--- config.mk ---
export PLATFORM = sky130hd
export DESIGN_NAME = operand_fetch_sched
export DESIGN_NICKNAME = d
export VERILOG_FILES = /design/src/rtl/operand_fetch_sched.sv
export SDC_FILE = /design/constraint.sdc
export NUM_CORES = 1
export LEC_CHECK = 0
export BUFFER_PORTS_ARGS = -buffer_cell sky130_fd_sc_hd__buf_2
export CORE_MARGIN = 4
export CORE_UTILIZATION = 55
export DETAILED_ROUTE_END_ITERATION = 6
export GPL_TIMING_DRIVEN = 0
export PLACE_DENSITY = 0.77
export SYNTH_ARGS = -nofsm -noshare
export SYNTH_HDL_FRONTEND = slang
export SYNTH_SLANG_ARGS = --single-unit
--- constraint.sdc ---
create_clock -name clk -period 18.3 [get_ports clk]
set_input_delay 2.745 -clock clk [delete_from_list [all_inputs] [get_ports clk]]
set_output_delay 2.745 -clock clk [all_outputs]
set_load 0.05 [all_outputs]
--- src/rtl/operand_fetch_sched.sv ---
// Round-robin AXI4 read-burst scheduler that fills the five RSA operand FIFOs.
// Build option: define FETCH_ERR_ABORT_EN to end a channel at the rlast of any errored burst.

module operand_fetch_sched_chk #(
    parameter int ADDR_WIDTH = 32,
    parameter int BPB        = 4
) (
    input logic                  clk,
    input logic                  rst,
    input logic                  arvalid,
    input logic                  arready,
    input logic [ADDR_WIDTH-1:0] araddr,
    input logic [7:0]            arlen,
    input logic [3:0]            arid,
    input logic                  rvalid,
    input logic                  rready,
    input logic [3:0]            rid
);
    ar_stable: assert property (@(posedge clk) disable iff (rst)
        (arvalid && !arready) |=> (arvalid && $stable(araddr) && $stable(arlen) && $stable(arid)));

    no_4k_cross: assert property (@(posedge clk) disable iff (rst)
        arvalid |-> (({20'd0, araddr[11:0]} + ({24'd0, arlen} + 32'd1) * BPB) <= 32'd4096));

    rid_match: assert property (@(posedge clk) disable iff (rst)
        (rvalid && rready) |-> (rid == arid));
endmodule

module operand_fetch_sched #(
    parameter int ADDR_WIDTH = 32,
    parameter int DATA_WIDTH = 32,
    parameter int MAX_BURST  = 16,
    parameter int LEN_WIDTH  = 16
) (
    input  logic                      clk,
    input  logic                      rst,
    input  logic [4:0]                cfg_start,
    input  logic [5*ADDR_WIDTH-1:0]   cfg_base,
    input  logic [5*LEN_WIDTH-1:0]    cfg_len,
    input  logic [4:0]                ch_afull,
    output logic [DATA_WIDTH-1:0]     fifo_din,
    output logic [4:0]                fifo_wr_en,
    output logic [4:0]                ch_active,
    output logic [4:0]                ch_done,
    output logic [4:0]                ch_err,
    output logic                      busy,
    output logic [3:0]                m_axi_arid,
    output logic [ADDR_WIDTH-1:0]     m_axi_araddr,
    output logic [7:0]                m_axi_arlen,
    output logic [2:0]                m_axi_arsize,
    output logic [1:0]                m_axi_arburst,
    output logic                      m_axi_arvalid,
    input  logic                      m_axi_arready,
    input  logic [3:0]                m_axi_rid,
    input  logic [DATA_WIDTH-1:0]     m_axi_rdata,
    input  logic [1:0]                m_axi_rresp,
    input  logic                      m_axi_rlast,
    input  logic                      m_axi_rvalid,
    output logic                      m_axi_rready
);
    localparam int NCH  = 5;
    localparam int BPB  = DATA_WIDTH / 8;
    localparam int SIZE = $clog2(BPB);
`ifdef FETCH_ERR_ABORT_EN
    localparam logic ABORT_EN = 1'b1;
`else
    localparam logic ABORT_EN = 1'b0;
`endif

    typedef enum logic [1:0] {ST_IDLE = 2'd0, ST_ARB = 2'd1, ST_ADDR = 2'd2, ST_DATA = 2'd3} state_t;

    state_t                 state_r;
    logic [ADDR_WIDTH-1:0]  addr_r [NCH];
    logic [LEN_WIDTH-1:0]   rem_r  [NCH];
    logic [NCH-1:0]         active_r, err_r, done_pend_r, ch_done_r, fifo_wr_en_r;
    logic [2:0]             grant_r, last_grant_r;
    logic [8:0]             beats_r;
    logic                   burst_err_r;
    logic [DATA_WIDTH-1:0]  fifo_din_r;
    logic [ADDR_WIDTH-1:0]  araddr_r;
    logic [7:0]             arlen_r;
    logic [3:0]             arid_r;
    logic                   arvalid_r, rready_r;

    logic [NCH-1:0]         start_ok_s, zero_len_s, elig_s, grant_onehot_s;
    logic                   found_s, beat_err_s, abort_s;
    logic [2:0]             pick_s;
    logic [12:0]            room_s;
    logic [8:0]             lim_s, beats_s;
    logic [LEN_WIDTH-1:0]   rem_after_s;
    logic [ADDR_WIDTH-1:0]  addr_step_s;

    // Start qualification and zero-length detection per channel
    always_comb begin
        start_ok_s = cfg_start & ~active_r;
        zero_len_s = {NCH{1'b0}};
        for (int i = 0; i < NCH; i++) begin
            zero_len_s[i] = (cfg_len[i*LEN_WIDTH +: LEN_WIDTH] == {LEN_WIDTH{1'b0}});
        end
    end

    // Round-robin pick: first eligible channel after the previous grant
    always_comb begin
        int idx;
        idx     = 0;
        elig_s  = active_r & ~ch_afull;
        found_s = 1'b0;
        pick_s  = 3'd0;
        for (int k = 1; k <= NCH; k++) begin
            idx = int'(last_grant_r) + k;
            if (idx >= NCH) begin
                idx = idx - NCH;
            end else begin
                idx = idx;
            end
            if (!found_s && elig_s[idx]) begin
                found_s = 1'b1;
                pick_s  = 3'(idx);
            end else begin
                found_s = found_s;
            end
        end
    end

    // Burst length: limited by words left, MAX_BURST, and room to the next 4 KB page
    always_comb begin
        room_s  = (13'd4096 - {1'b0, addr_r[pick_s][11:0]}) >> SIZE;
        lim_s   = (32'(room_s) < 32'(MAX_BURST)) ? room_s[8:0] : 9'(MAX_BURST);
        beats_s = (32'(rem_r[pick_s]) < 32'(lim_s)) ? rem_r[pick_s][8:0] : lim_s;
    end

    // Per-beat bookkeeping for the granted channel
    always_comb begin
        grant_onehot_s = 5'b00001 << grant_r;
        beat_err_s     = (m_axi_rresp != 2'b00);
        abort_s        = ABORT_EN & (burst_err_r | beat_err_s);
        rem_after_s    = rem_r[grant_r] - {{(LEN_WIDTH-9){1'b0}}, beats_r};
        addr_step_s    = {{(ADDR_WIDTH-9){1'b0}}, beats_r} << SIZE;
    end

    // Channel registers, scheduler FSM and registered AXI/FIFO outputs
    always_ff @(posedge clk) begin
        if (rst) begin
            state_r      <= ST_IDLE;
            for (int i = 0; i < NCH; i++) begin
                addr_r[i] <= {ADDR_WIDTH{1'b0}};
                rem_r[i]  <= {LEN_WIDTH{1'b0}};
            end
            active_r     <= {NCH{1'b0}};
            err_r        <= {NCH{1'b0}};
            done_pend_r  <= {NCH{1'b0}};
            ch_done_r    <= {NCH{1'b0}};
            fifo_wr_en_r <= {NCH{1'b0}};
            grant_r      <= 3'd0;
            last_grant_r <= 3'd4;
            beats_r      <= 9'd0;
            burst_err_r  <= 1'b0;
            fifo_din_r   <= {DATA_WIDTH{1'b0}};
            araddr_r     <= {ADDR_WIDTH{1'b0}};
            arlen_r      <= 8'd0;
            arid_r       <= 4'd0;
            arvalid_r    <= 1'b0;
            rready_r     <= 1'b0;
        end else begin
            ch_done_r    <= done_pend_r | (start_ok_s & zero_len_s);
            done_pend_r  <= {NCH{1'b0}};
            fifo_wr_en_r <= {NCH{1'b0}};
            for (int i = 0; i < NCH; i++) begin
                if (start_ok_s[i]) begin
                    addr_r[i]   <= cfg_base[i*ADDR_WIDTH +: ADDR_WIDTH];
                    rem_r[i]    <= cfg_len[i*LEN_WIDTH +: LEN_WIDTH];
                    active_r[i] <= ~zero_len_s[i];
                    err_r[i]    <= 1'b0;
                end
            end
            case (state_r)
                ST_IDLE: begin
                    state_r <= (|active_r) ? ST_ARB : ST_IDLE;
                end
                ST_ARB: begin
                    if (found_s) begin
                        grant_r      <= pick_s;
                        last_grant_r <= pick_s;
                        beats_r      <= beats_s;
                        araddr_r     <= addr_r[pick_s];
                        arlen_r      <= 8'(beats_s - 9'd1);
                        arid_r       <= {1'b0, pick_s};
                        arvalid_r    <= 1'b1;
                        burst_err_r  <= 1'b0;
                        state_r      <= ST_ADDR;
                    end else if (!(|active_r)) begin
                        state_r <= ST_IDLE;
                    end else begin
                        state_r <= ST_ARB;
                    end
                end
                ST_ADDR: begin
                    if (m_axi_arready) begin
                        arvalid_r <= 1'b0;
                        rready_r  <= 1'b1;
                        state_r   <= ST_DATA;
                    end
                end
                ST_DATA: begin
                    if (m_axi_rvalid) begin
                        fifo_din_r   <= m_axi_rdata;
                        fifo_wr_en_r <= grant_onehot_s;
                        if (beat_err_s) begin
                            err_r[grant_r] <= 1'b1;
                            burst_err_r    <= 1'b1;
                        end
                        if (m_axi_rlast) begin
                            rready_r        <= 1'b0;
                            addr_r[grant_r] <= addr_r[grant_r] + addr_step_s;
                            if (abort_s || (rem_after_s == {LEN_WIDTH{1'b0}})) begin
                                rem_r[grant_r]       <= {LEN_WIDTH{1'b0}};
                                active_r[grant_r]    <= 1'b0;
                                done_pend_r[grant_r] <= 1'b1;
                            end else begin
                                rem_r[grant_r] <= rem_after_s;
                            end
                            state_r <= ST_ARB;
                        end
                    end
                end
                default: begin
                    state_r <= ST_IDLE;
                end
            endcase
        end
    end

    assign fifo_din      = fifo_din_r;
    assign fifo_wr_en    = fifo_wr_en_r;
    assign ch_active     = active_r;
    assign ch_done       = ch_done_r;
    assign ch_err        = err_r;
    assign busy          = (|active_r) | (state_r != ST_IDLE);
    assign m_axi_arid    = arid_r;
    assign m_axi_araddr  = araddr_r;
    assign m_axi_arlen   = arlen_r;
    assign m_axi_arsize  = 3'(SIZE);
    assign m_axi_arburst = 2'b01;
    assign m_axi_arvalid = arvalid_r;
    assign m_axi_rready  = rready_r;

    operand_fetch_sched_chk #(.ADDR_WIDTH(ADDR_WIDTH), .BPB(BPB)) u_chk (
        .clk     (clk),
        .rst     (rst),
        .arvalid (m_axi_arvalid),
        .arready (m_axi_arready),
        .araddr  (m_axi_araddr),
        .arlen   (m_axi_arlen),
        .arid    (m_axi_arid),
        .rvalid  (m_axi_rvalid),
        .rready  (m_axi_rready),
        .rid     (m_axi_rid)
    );
endmodule

After elaboration in Yosys (flattened, before gate mapping)
Memory sizes are Yosys's and may differ from the RTL's. A register that Yosys moved wholly into a read port is not among the register bits.
Cells that the tools add are included.
Widths: inputs -> output; s select.
Storage, ports and cells
  flip-flop bits (word level): 116
  memory bits (writable): 240
  input bits: 293
  output and inout bits: 104
  word-level logic and storage cells: 233
  memories: 2
Memory list
  addr_r: words 5, bits a word 32, rd ports 2, clocked after memory_dff 1, write ports 6, RTL line 73  | logic [ADDR_WIDTH-1:0] addr_r [NCH];
  rem_r: words 5, bits a word 16, rd ports 2, clocked after memory_dff 1, write ports 6, RTL line 74  | logic [LEN_WIDTH-1:0] rem_r [NCH];
Cells by class
  add/sub/neg operators: 14
  order comparisons: 14
  equality and inequality tests: 7
  shifts and indexed selects: 1
  muxes and demuxes: 123
  bitwise operators: 30
  reduce and logical (&&, ||, !) cells: 28
Operators by type and width (number)
  $mux 32: 10
  $lt 32x5->1 const B: 5
  $logic_not 16->1: 6
  $mux 16: 6
  $mux 1: 76
  $mux 5: 7
  $add 32x11->32: 1
  $mux 3: 9
  $sub 4x3->5 const B: 5
  $and 5x5->5: 4
  $ge 4x3->1 const B: 5
  $mux 9: 2
  $lt 16x9->1: 1
  $sub 16x9->16: 1
  $bmux 1 s3: 5
  $not 5->5: 3
  $sub 13x12->13 const A: 1
  $or 1x1->1: 12
  $lt 11x5->1 const B: 1
  $or 5x5->5: 2
  $reduce_or 5->1: 2
  $not 1->1: 9
  $add 3x2->4 const B: 2
  $add 3x3->4 const B: 2
  other kinds (20): 40

Depth between registers and ports, before layout
Gate-level depths: netlist (run 1).
An unclocked memory read counts as a cell.
  depth in word-level cells: 26
  mapped depth: 37
  mapped depth without buffers: 31

Worst setup path before layout (run 1)
No wires, ideal clock.
  path kind: input to register
  start point: input port ch_afull[1]
  end point: register arlen_r[6], in the netlist m_axi_arlen[6]
  library setup time: 0.119 ns
  data arrival time: 8.287 ns
  required time: 18.181 ns
  setup slack: 9.894 ns
  stages: 30
  path buffers: 2
  path through: nor2b_1 mux2i_1 a32oi_1 o41ai_4 nor4_1 o21ai_2 nand2_1 buf_4 buf_2 mux4_2 mux2_2 nor3_1 a31oi_1 ha_1 a21o_1 a21oi_1 nor2b_1 o21ai_0 nand2_1 a31oi_1 o2111ai_1 nand4bb_2 nand2_1 mux2i_1 ha_1 nand2_1 nor3_1 xnor2_1 nor2_1 o221a_1
On the way
  longest elaborated chain between the ends: 25
  elaborated cells on any way between the ends: 44
  classes of those cells: add/sub (2); order compare (2); mux (27); bitwise (2); reduce/logical (9); memory (2)
RTL lines
  from (decl): RTL line 40  | input logic [4:0] ch_afull,
  $not 5->5 (*): RTL line 106  | elig_s = active_r & ~ch_afull;
  $and 5x5->5 (*): RTL line 106
  $bmux 1 s3: RTL line 116  | if (!found_s && elig_s[idx]) begin
  $mux 1 (not written as such) (2 in series): RTL line 116
  $mux 1: RTL line 116
  $logic_not 1->1: RTL line 116
  $logic_and 1x1->1: RTL line 116
  $mux 1: RTL line 116
  [8 not listed]
  $mux 3: RTL line 116
  $mem_v2 5x32
  $sub 13x12->13: RTL line 127  | room_s = (13'd4096 - {1'b0, addr_r[pick_s][11:0]}) >> SIZE;
  $lt 11x5->1: RTL line 128  | lim_s = (32'(room_s) < 32'(MAX_BURST)) ? room_s[8:0] : 9'(MAX_BURST);
  $mux 9: RTL line 128
  $lt 16x9->1: RTL line 129  | beats_s = (32'(rem_r[pick_s]) < 32'(lim_s)) ? rem_r[pick_s][8:0] : lim_s;
  $mux 9: RTL line 129
  $sub 8x1->8: RTL line 186  | arlen_r <= 8'(beats_s - 9'd1);
  to (signal assigned): RTL line 186
  to (decl): RTL line 81  | logic [7:0] arlen_r;
Mark *: on every way between the ends. The rest lies on a longest branch, timed or not. The select of a mux whose other input is x is not followed.
A chain may end at the register's enable or synchronous reset.

==> flow_metrics.env, run 1 <==
export IMPL_drt_initial_drc_count=4070
export IMPL_hold_path_depth=2
export IMPL_max_freq_mhz=90.8
export IMPL_slowest_stage="clkbuf_1"
export IMPL_synth_edf_count=384
export IMPL_post_cts_buffers=0
export IMPL_critPathMostFrequentCell="clkbuf_1"
export IMPL_arrival_ns=11.48
export IMPL_cts_buffers=52
export IMPL_cts_resized=0
export IMPL_clockBufferDepth=3
export IMPL_fp_dieW_um=228
export IMPL_synth_cell_types=85
export IMPL_cts_root_buf="clkbuf_16"
export IMPL_ys_warn_count=0
export IMPL_crit_path_max_fanout=10
export IMPL_drc=0
export IMPL_hp_class="reg2reg"
export IMPL_start_util_pct=55.7
export IMPL_cts_tree="yes"
export IMPL_io_pins=397
export IMPL_synth_ff_type="edfxtp_1"
export IMPL_viasPerCell=7.03
export IMPL_endpoint_kind="flop"
export IMPL_grt_overflow=0
export IMPL_yosysSeqAreaShare_pct=52.1
export IMPL_synth_seq_cells=501
export IMPL_fin_crit_sh_pct=60.2
export IMPL_routabilityCongestion=1.01
export IMPL_syn_cell_area_um2=26600
export IMPL_vias=24655
export IMPL_totalWireLength_um=112000
export IMPL_ys_top_cells_by_area="edfxtp_1 43%, dfxtp_1 8.8%, mux4_2 8.2%"
export IMPL_detail_route_wl_per_cell_um=32.0
export IMPL_cts_sinks=501
export IMPL_outcome="finished clean"
export IMPL_grt_pass1_vias=24053
export IMPL_fin_crit_ns=11.01
export IMPL_yosys_area_top_type_share_pct=43.3
export IMPL_core_um2=47700
export IMPL_synth_most_common_cell="edfxtp_1"
export IMPL_netlist_instances=2383
export IMPL_hpwl_um=83600
export IMPL_final_nets=3183
export IMPL_r2r_slack_ns=7.29
export IMPL_grt_pass1_wl_um=160000
export IMPL_dieArea_um2=52000
export IMPL_r2r_cells=26
export IMPL_die_h_um=228
export IMPL_setup_tns_ns=0
export IMPL_firstDrtPassIters=6
export IMPL_crit_required_ns=18.77
export IMPL_synth_avg_cell_area_um2=11.2
export IMPL_crit_path_start_kind="flop"
export IMPL_worst_pin_slew_ns=1.37
export IMPL_worst_clock_skew_ns=0.0180
export IMPL_synthTopCellsByCount="384 x edfxtp_1, 359 x nand2_1, 208 x a22o_1, 151 x nand3_1, 141 x nor2_1"
export IMPL_detail_route_antenna_nets=0
export IMPL_drv_cap=0
export IMPL_worstSkewPairLatency_ns=0.62
export IMPL_clk_pin_slew_ns=0.07
export IMPL_slew_headroom_pct=8.41
export IMPL_crit_type="reg2reg"
export IMPL_finalSetupViolations=0
export IMPL_area_delta_synth_final_pct=18.1
export IMPL_finalHoldViolCount=0
export IMPL_portBuffers=386
export IMPL_rsz0062_at_grt="false"
export IMPL_grt_max_degree=25
export IMPL_rows=80
export IMPL_cts_hold_buf=0
export IMPL_layout_drive_gt1_share_pct=23.4
export IMPL_yosys_area_top_type="edfxtp_1"
export IMPL_antenna_found_initial=3
export IMPL_async_reset_ff_share_pct=0
export IMPL_cp_slowest_stage_delay_ns=0.83
export IMPL_htree_levels=2
export IMPL_gr_usage_all_layers_pct=41.7
export IMPL_drv_slew=0
-- layout by cell type (no fill, tap or decap), types with 30 or more instances in the layout --
| cell | instances |
|---|---|
| a21oi_1 | 113 |
| a22o_1 | 208 |
| buf_1 | 37 |
| buf_2 | 406 |
| clkbuf_1 | 123 |
| clkbuf_16 | 54 |
| dfxtp_1 | 117 |
| edfxtp_1 | 384 |
| ha_1 | 39 |
| inv_1 | 44 |
| mux2i_1 | 47 |
| mux4_2 | 97 |
| nand2_1 | 359 |
| nand3_1 | 147 |
| nor2_1 | 135 |
| nor4_1 | 34 |
| o21ai_0 | 88 |
| xnor2_1 | 30 |
-- flip-flops by register name, summed over array words and instances, names as in the netlist, 3 cells and up, named ones only --
register	count
rem_r	128
beats_r	9
ch_done	5
fifo_wr_en	5
m_axi_araddr	32
ch_active	5
fifo_din	32
addr_r	256
done_pend_r	5
ch_err	5
last_grant_r	3
m_axi_arlen	8
-- metrics by stage --
| stage | hold slack [ns] | instances | instance area, µm² | util, % | setup WS [ns] |
|---|---|---|---|---|---|
| 2_1_floorplan | 0.416 | 2391 | 26600 | - | 9.89 |
| 3_3_place_gp | 0.429 | 3392 | 29300 | 61.5 | 5.09 |
| 3_5_place_dp | 0.430 | 3410 | 29700 | 62.2 | 7.19 |
| 4_1_cts | 0.441 | 3506 | 31400 | 65.8 | 7.64 |
| 5_1_grt | 0.462 | 3506 | 31400 | 65.8 | 7.02 |
| 6_report | 0.440 | 3508 | 31400 | 65.8 | 7.29 |
-- worst max-delay path, delay by kind of cell, from the launching register on --
kind	cells	cell delay, ns
flops	1	0.59
simple gates	5	1.46
buf+inv	8	5.36
compound gates	8	1.75
xor+xnor	1	0.55
fa+ha+maj	2	0.58
mux	2	0.52
-- routing by layer --
layer / vias up / GRT usage, % / part of all wire, %
li1: 10028 / - / -
met1: 11744 / 52.2 / 34
met2: 2344 / 64.4 / 44
met3: 535 / 11.7 / 14
met4: 4 / 26.0 / 7.9
met5: - / 0 / 0.028
-- cells by family (layout without fill, tap and decap cells) --
logic type | count (synthesis) | after routing | synth area share [%]
AOI/OAI and AO/OA | 566 | 566 | 15.5
other | 2 | 12 | 0.0282
adders and majority gates | 41 | 41 | 1.98
buffers and inverters | 230 | 730 | 3.56
muxes | 172 | 172 | 11.2
and+or+nand+nor | 824 | 824 | 14.1
xor gates and xnor gates | 47 | 47 | 1.58
DFF | 501 | 501 | 52.1
-- area by class of cell --
| class | count | area [µm²] |
|---|---|---|
| Fill cell | 3696 | 16300 |
| Sequential cell | 501 | 13900 |
| Multi-Input combinational cell | 1660 | 11900 |
| Timing Repair Buffer | 404 | 2200 |
| Clock buffer | 66 | 1420 |
| Buffer | 185 | 779 |
| Tap cell | 615 | 769 |
| Clock inverter | 30 | 319 |
| Inverter | 45 | 169 |
| Antenna cell | 2 | 5.00 |
-- worst paths after layout --
| path | from | to |
|---|---|---|
| worst max-delay path | flop | addr_r[4][30] |
| worst min-delay path | done_pend_r[3] | ch_done[3] |
| worst max register to register | flop | addr_r[4][30] |
| worst min register to register | done_pend_r[3] | ch_done[3] |
Power of run 1 is left out: the tool's default activity adds up to more than one toggle a clock period on the data nets, which glitch-free logic cannot reach.
==> run 2: changes to the inputs <==
clock period = 10.85 ns   (was 18.3 ns; I/O delays follow)
==> run 2 against run 1 <==
Final cell count did not move. Largest cell class unchanged. Sequential share of layout area barely moved. Maximum frequency rose by 5.1%. The flow now finishes with violations (design-rule violations). Sequential cell count did not move. Die area did not move. Register-to-register slack got worse by 6.9 ns. Critical endpoint is now m_axi_arlen[4].
==> flow_metrics.env, run 2 (same netlist as run 1, synthesis figures left out) <==
export IMPL_met1Wirelength_um=37700
export IMPL_fp_dieW_um=228
export IMPL_worstSkewPairLatency_ns=0.62
export IMPL_totalWireLength_um=112000
export IMPL_holdWs_ns=0.439
export IMPL_max_freq_mhz=95.5
export IMPL_crit_path_max_fanout=10
export IMPL_portBuffers=386
export IMPL_final_common_cell="buf_2"
export IMPL_finalSetupViolations=0
export IMPL_drv_slew=0
export IMPL_die_h_um=228
export IMPL_dieArea_um2=52000
export IMPL_largestRegisters="addr_r: 256 flops, rem_r: 128 flops"
export IMPL_io_pins=397
export IMPL_critPathMostFrequentCell="nand2_1"
export IMPL_clockBufferDepth=3
export IMPL_cts_tree="yes"
export IMPL_largest_register_ff_count=256
export IMPL_finalHoldViolCount=0
export IMPL_cts_buffers=52
export IMPL_rows=80
export IMPL_cts_resized=0
export IMPL_fin_crit_sh_pct=96.5
export IMPL_hp_class="reg2reg"
export IMPL_r2r_cells=33
export IMPL_worst_pin_slew_ns=1.38
export IMPL_endpoint_kind="flop"
export IMPL_wl_met2_um=49600
export IMPL_fin_crit_ns=10.48
export IMPL_hold_path_depth=2
export IMPL_htree_levels=2
export IMPL_hpwl_um=83600
export IMPL_cts_hold_buf=0
export IMPL_layout_drive_gt1_share_pct=23.5
export IMPL_routed_top_layer="met5"
export IMPL_drc=6
export IMPL_vias=24628
export IMPL_slew_headroom_pct=7.89
export IMPL_crit_path_start_kind="flop"
export IMPL_start_util_pct=55.7
export IMPL_violations="design-rule violations"
export IMPL_fillers=3693
export IMPL_r2r_slack_ns=0.37
export IMPL_fin_util_pct=65.9
export IMPL_hp_start="done_pend_r[3]"
export IMPL_post_cts_buffers=0
export IMPL_firstDrtPassIters=7
export IMPL_detail_route_antenna_nets=0
export IMPL_grt_pass1_wl_um=160000
export IMPL_top_register="addr_r"
export IMPL_cts_root_buf="clkbuf_16"
export IMPL_holdPathEnd="ch_done[3]"
export IMPL_drt_initial_drc_count=3879
export IMPL_grt_max_degree=25
export IMPL_clk_pin_slew_ns=0.06
export IMPL_cp_slowest_stage_delay_ns=0.60
export IMPL_detail_route_wl_per_cell_um=31.9
export IMPL_final_cell_mix="406 x buf_2, 384 x edfxtp_1, 359 x nand2_1, 208 x a22o_1, 147 x nand3_1"
export IMPL_viasPerCell=7.02
export IMPL_grt_overflow=0
export IMPL_antenna_found_initial=3
export IMPL_rsz0062_at_grt="false"
export IMPL_core_um2=47700
export IMPL_wl_met3_um=15800
export IMPL_cts_sinks=501
export IMPL_r2r_start="last_grant_r[1]"
export IMPL_arrival_ns=11.03
export IMPL_rr_endpoint="m_axi_arlen[4]"
export IMPL_drv_cap=0
export IMPL_crit_required_ns=11.40
export IMPL_area_delta_synth_final_pct=18.2
export IMPL_routabilityCongestion=1.01
export IMPL_final_nets=3183
export IMPL_crit_type="reg2reg"
export IMPL_worst_clock_skew_ns=0.0155
export IMPL_grt_pass1_vias=24053
export IMPL_slowest_stage="clkbuf_1"
export IMPL_gr_usage_all_layers_pct=41.7
export IMPL_outcome="finished, violations left"
## run 2: changes by cell type in the layout (fill, tap and decap cells not counted), sizes merged
cell           delta
clkbuf            +2
buf               -4
clkdlybuf4s15     +2
## run 2: metrics by stage
stage,area (µm²),instances,TNS [ns],setup WS (ns)
CTS,31400,3506,0,0.190
finish,31400,3508,0,0.375
floorplan,26600,2391,0,3.56
global route,31400,3506,0,0.0490
global placement,29300,3392,-39.51,-1.24
detailed placement,29700,3410,0,0.229
## run 2: worst max path at each step
stage,startpoint,endpoint,cells past startpoint
global placement,m_axi_rlast,addr_r[2][18],3
CTS,flop,addr_r[4][30],26
floorplan,ch_afull[1],m_axi_arlen[6],30
detailed placement,flop,addr_r[4][30],26
global route,last_grant_r[1],m_axi_arlen[4],33
finish,last_grant_r[1],m_axi_arlen[4],33
## run 2: layer usage
layer / vias up / global-route usage (%)
met5: - / 0
met2: 2316 / 64.4
met3: 531 / 11.7
li1: 10035 / -
met4: 4 / 26.0
met1: 11742 / 52.2
## run 2: cell type report
class	instances	area, µm²	area share [%]
Timing Repair Buffer	404	2200	6.98
Inverter	45	169	0.537
Tap cell	615	769	2.45
Buffer	185	797	2.53
Sequential cell	501	13900	44.1
Clock buffer	66	1420	4.51
Clock inverter	30	319	1.01
Antenna cell	2	5.00	0.0159
Multi-Input combinational cell	1660	11900	37.8
## run 2: critical path: cells and delay by family (launching register included)
| kind | cells | cell delay, ns |
|---|---|---|
| buffers and inverters | 8 | 3.43 |
| flip-flops | 1 | 0.57 |
| XOR/XNOR | 1 | 0.44 |
| multiplexers | 2 | 0.54 |
| AO/OA/AOI/OAI | 9 | 2.08 |
| AND/OR/NAND/NOR | 10 | 2.30 |
| adder cells (fa/ha/maj) | 3 | 0.99 |
Power of run 2 is left out for the same reason.
